## src/rtl/route_arbiter_rr.sv

```systemverilog
// Round-robin sequencer that shares one downstream resource among 4 requesters.
// It runs one transaction at a time (IDLE -> ISSUE -> WAIT) and drives the request-mux and response-demux selects.
module route_arbiter_rr #(
    parameter int WORD_SIZE      = 16,
    parameter int TIMEOUT_CYCLES = 255
) (
    input  logic                   clk,
    input  logic                   reset,
    input  logic [3:0]             req_valid,
    input  logic [4*WORD_SIZE-1:0] req_data,
    output logic [3:0]             req_ready,
    output logic [3:0]             resp_valid,
    output logic [WORD_SIZE-1:0]   resp_data,
    output logic [1:0]             mux_sel,
    output logic [1:0]             demux_sel,
    output logic                   res_valid,
    output logic [WORD_SIZE-1:0]   res_data,
    input  logic                   res_ready,
    input  logic                   res_resp_valid,
    input  logic [WORD_SIZE-1:0]   res_resp_data,
    output logic                   busy,
    output logic                   timeout_err,
    output logic [1:0]             dbg_state
);

    localparam logic [1:0] ST_IDLE  = 2'd0;
    localparam logic [1:0] ST_ISSUE = 2'd1;
    localparam logic [1:0] ST_WAIT  = 2'd2;
    localparam int CW = $clog2(TIMEOUT_CYCLES + 1);

    logic [1:0]           r_state;
    logic [1:0]           r_rr_ptr;
    logic [1:0]           r_grant;
    logic [WORD_SIZE-1:0] r_res_data;
    logic [CW-1:0]        r_count;
    logic                 r_timeout_err;

    logic [1:0] w_pick;
    logic [3:0] w_grant_onehot;
    logic       w_accept;
    logic       w_resp_fire;

    // Scan from r_rr_ptr upwards; descending loop lets the nearest requester win.
    always_comb begin
        w_pick = r_rr_ptr;
        for (int k = 3; k >= 0; k--) begin
            if (req_valid[r_rr_ptr + 2'(k)]) begin
                w_pick = r_rr_ptr + 2'(k);
            end
        end
    end

    // Handshake: the resource takes the request on a cycle where res_valid && res_ready;
    // res_valid/res_data stay unchanged until then. A response counts only while in WAIT.
    assign w_grant_onehot = 4'b0001 << r_grant;
    assign w_accept       = (r_state == ST_ISSUE) && res_ready && !reset;
    assign w_resp_fire    = (r_state == ST_WAIT) && res_resp_valid && !reset;

    assign req_ready   = w_accept ? w_grant_onehot : 4'b0000;
    assign resp_valid  = w_resp_fire ? w_grant_onehot : 4'b0000;
    assign resp_data   = w_resp_fire ? res_resp_data : '0;
    assign mux_sel     = r_grant;
    assign demux_sel   = r_grant;
    assign res_valid   = (r_state == ST_ISSUE);
    assign res_data    = r_res_data;
    assign busy        = (r_state != ST_IDLE);
    assign timeout_err = r_timeout_err;
    assign dbg_state   = r_state;

    always_ff @(posedge clk) begin
        if (reset) begin
            r_state       <= ST_IDLE;
            r_rr_ptr      <= 2'd0;
            r_grant       <= 2'd0;
            r_res_data    <= '0;
            r_count       <= '0;
            r_timeout_err <= 1'b0;
        end else begin
            case (r_state)
                ST_IDLE: begin
                    if (|req_valid) begin
                        r_grant    <= w_pick;
                        r_res_data <= req_data[w_pick*WORD_SIZE +: WORD_SIZE];
                        r_state    <= ST_ISSUE;
                    end
                end
                ST_ISSUE: begin
                    if (res_ready) begin
                        r_count <= '0;
                        r_state <= ST_WAIT;
                    end
                end
                ST_WAIT: begin
                    // A response on the final allowed cycle still wins over the timeout.
                    if (res_resp_valid) begin
                        r_rr_ptr <= r_grant + 2'd1;
                        r_state  <= ST_IDLE;
                    end else if (r_count == CW'(TIMEOUT_CYCLES - 1)) begin
                        r_timeout_err <= 1'b1;
                        r_rr_ptr      <= r_grant + 2'd1;
                        r_state       <= ST_IDLE;
                    end else begin
                        r_count <= r_count + 1'b1;
                    end
                end
                default: r_state <= ST_IDLE;
            endcase
        end
    end

endmodule

```

## config.mk

```make
export PLATFORM = sky130hd
export DESIGN_NAME = route_arbiter_rr
export DESIGN_NICKNAME = d
export VERILOG_FILES = /design/src/rtl/route_arbiter_rr.sv
export SDC_FILE = /design/constraint.sdc
export NUM_CORES = 1
export LEC_CHECK = 0
export ABC_AREA = 1
export CORE_MARGIN = 5
export CORE_UTILIZATION = 40
export CTS_CLUSTER_DIAMETER = 60
export CTS_CLUSTER_SIZE = 16
export DETAILED_ROUTE_END_ITERATION = 16
export MAX_ROUTING_LAYER = met4
export PLACE_DENSITY_LB_ADDON = 0.1
export SYNTH_ARGS = -nofsm -noshare
export SYNTH_HDL_FRONTEND = slang
export SYNTH_SLANG_ARGS = --single-unit
```

## constraint.sdc

```tcl
create_clock -name clk -period 1.98 [get_ports clk]
set_input_delay 0.297 -clock clk [delete_from_list [all_inputs] [get_ports clk]]
set_output_delay 0.297 -clock clk [all_outputs]
set_load 0.005 [all_outputs]
```

==> impl_metrics.yaml <==
outcome:
  outcome: "finished, final reports clean"
routing:
  vias: 3320
  wl_per_cell_microns: 12.7
  drt_wl_total_microns: 8860
  dr.pass1.iters: 4
  vias_per_cell: 4.77
  drc_errors: 0
  postRouteAntennaNets: 0
  drtIter0Drc: 129
layout:
  area_growth_pct: 71.1
  n_antenna_cell: 0
  final_util_pct: 70.0
  nets: 712
  final_common_cell: "inv_1"
  final_cell_mix: "inv_1, clkdlybuf4s50_1, nand2_1"
  fin_area_sq_mm: 0.00442
  layout-drive-gt1-share_pct: 9.85
global_route:
  antenna_found_initial: 0
  gr-total-overflow: 0
  grt_usage_pct: 21.0
  grt_pass1_wl_microns: 14200
  grt_max_degree: 33
  grt_pass1_vias: 3125
synth:
  seq_area_frac_synth_pct: 24.0
  synth.top_cells.by_area: "dfxtp_1, inv_1, nand3_1"
  syn_area_per_cell_sq_um: 5.48
  synth_edf_count: 0
  ys_types: 27
  async_flop_share_pct: 0
  synth.top_cell.area_share_pct: 24.0
  synth_area_sq_mm: 0.00258
  post-synth-top-area-cell: "dfxtp_1"
  synthFlopType: "dfxtp_1"
  postSynthCellCount: 471
  yosysWarningCount: 0
  ys_ff_latch: 31
  syn_nets: 565
setup_path:
  cp_max_fo: 4
  worst_ep_arrival_time_ps: 1580
  criticalPathCategory: "register to output port"
  crit_path_end_kind: "output port"
  crit_required_ps: 1680
  start_kind: "register"
floorplan:
  row_count: 29
  initial_core_util_pct: 40.9
  die_x_microns: 90.4
  chipHeight_microns: 90.4
  ios: 137
  dieArea_sq_mm: 0.00816
  core_sq_mm: 0.00631
cts:
  clk_pin_slew_ps: 70
  worstSkewPairLatency_ps: 280
  cts_tree: "done"
  cts_root_buf: "clkbuf_8"
  htreeDepth: 2
  cts_buffer_depth: 2
  cts_buffers: 5
  clock_sinks: 31
min_path:
  hold_class: "register to register"
place:
  place_area_sq_mm: 0.00412
  gp_congestion: 0.895
  dpl.hpwl_microns: 6880
  numPortBuffers: 136
flow_run:
  maxCapViolCount: 0
timing:
  clock.fmax_mhz: 533
  slew_viol_final: 0
  worst_slew_pin_slew_ps: 351
  rsz0062_at_grt: "yes"
  setup_viol: 0
  timing.final.hold_violations: 0
  period_needed_ps: 1880
  relSlewSlack_pct: 76.4
  fin_skew_ps: 8.40
  fin_crit_sh_pct: 94.8
power:
  ir_drop_mv: 0.437
  power.total_mw: 2.23
  leakagePower_nw: 2.57
  p_per_area_mw_per_mm2: 505
routing by layer:
layer | vias up | wire [microns] | GRT usage, %
met5 | - | 0 | -
met4 | 0 | 232 | 7.07
met3 | 22 | 728 | 5.17
met2 | 152 | 4270 | 36.4
met1 | 1452 | 3620 | 23.6
li1 | 1694 | - | -
metrics by stage:
stage               TNS (ps)  hold slack, ps  instances  setup WS (ps)
floorplan                  0             445        471            373
global placement       -2320             459        682           -119
detailed placement     -3780             471        682           -181
CTS                    -13.9             486        693          -13.9
global route           -25.3             506        696          -25.3
finish                     0             475        696            104
sequential cells by signal, indices dropped and copies added, names as in the netlist:
signal / count
r_count: 8
res_data: 16
timeout_err: 1
dbg_state: 2
demux_sel: 2
r_rr_ptr: 2
power by group:
part / total, mW / internal (mW) / switching (mW)
registers: 0.744 / 0.691 / 0.0531
logic: 1.01 / 0.536 / 0.473
clock network: 0.479 / 0.246 / 0.233
kinds of logic after synthesis:
kind of cell	synth area share, %
buffers and inverters	23.9
xor gates and xnor gates	1.02
adders and majority gates	2.91
DFF	24.0
AOI/OAI and AO/OA	3.97
and+or+nand+nor	44.2
repair_timing:
| action | CTS | global route |
|---|---|---|
| resized for setup | 27 | 31 |
| gates cloned | 1 | 3 |
| buffers inserted | 2 | 0 |
| endpoints found under the setup margin | 24 | 25 |
| hold buffers | 0 | 0 |
| pin swaps | 1 | 5 |
path summary, 6_finish.rpt:
check,start,endpoint,slack [ps],cells past startpoint
max,dbg_state[0],req_ready[1],100,5
min,timeout_err,timeout_err,480,2
max reg2reg,r_rr_ptr[0],res_data[10],130,17
min reg2reg,timeout_err,timeout_err,480,2
synthesized netlist by cell type (2+ instances only):
| cell type | n |
|---|---|
| nand2_4 | 2 |
| xor2_1 | 2 |
| nand2_2 | 3 |
| nand3_1 | 89 |
| o21ai_1 | 2 |
| clkbuf_1 | 6 |
| nand4_1 | 2 |
| a21oi_1 | 10 |
| nor2_1 | 67 |
| inv_2 | 3 |
| nor3_1 | 5 |
| dfxtp_1 | 31 |
| nand2_1 | 91 |
| inv_1 | 124 |
| buf_4 | 6 |
| buf_6 | 2 |
| ha_1 | 6 |
| buf_2 | 7 |
| o21ai_0 | 5 |
critical path: stages, from the launching register on:
cell	delay (ps)
dfxtp_2	350
inv_2	70
nor2_4	130
nand3_2	110
nor2_1	120
clkdlybuf4s50_1	520
cell type report:
type / instances / area (sq um)
timing repair buffer: 161 / 1680
multi-input combinational: 290 / 1430
tap: 77 / 96.3
clock buffer: 7 / 76.3
inverter: 129 / 497
sequential: 31 / 628
fill: 582 / 1900
clock inverter: 1 / 5.00
Note: power is estimated with default switching activity, not from simulation.
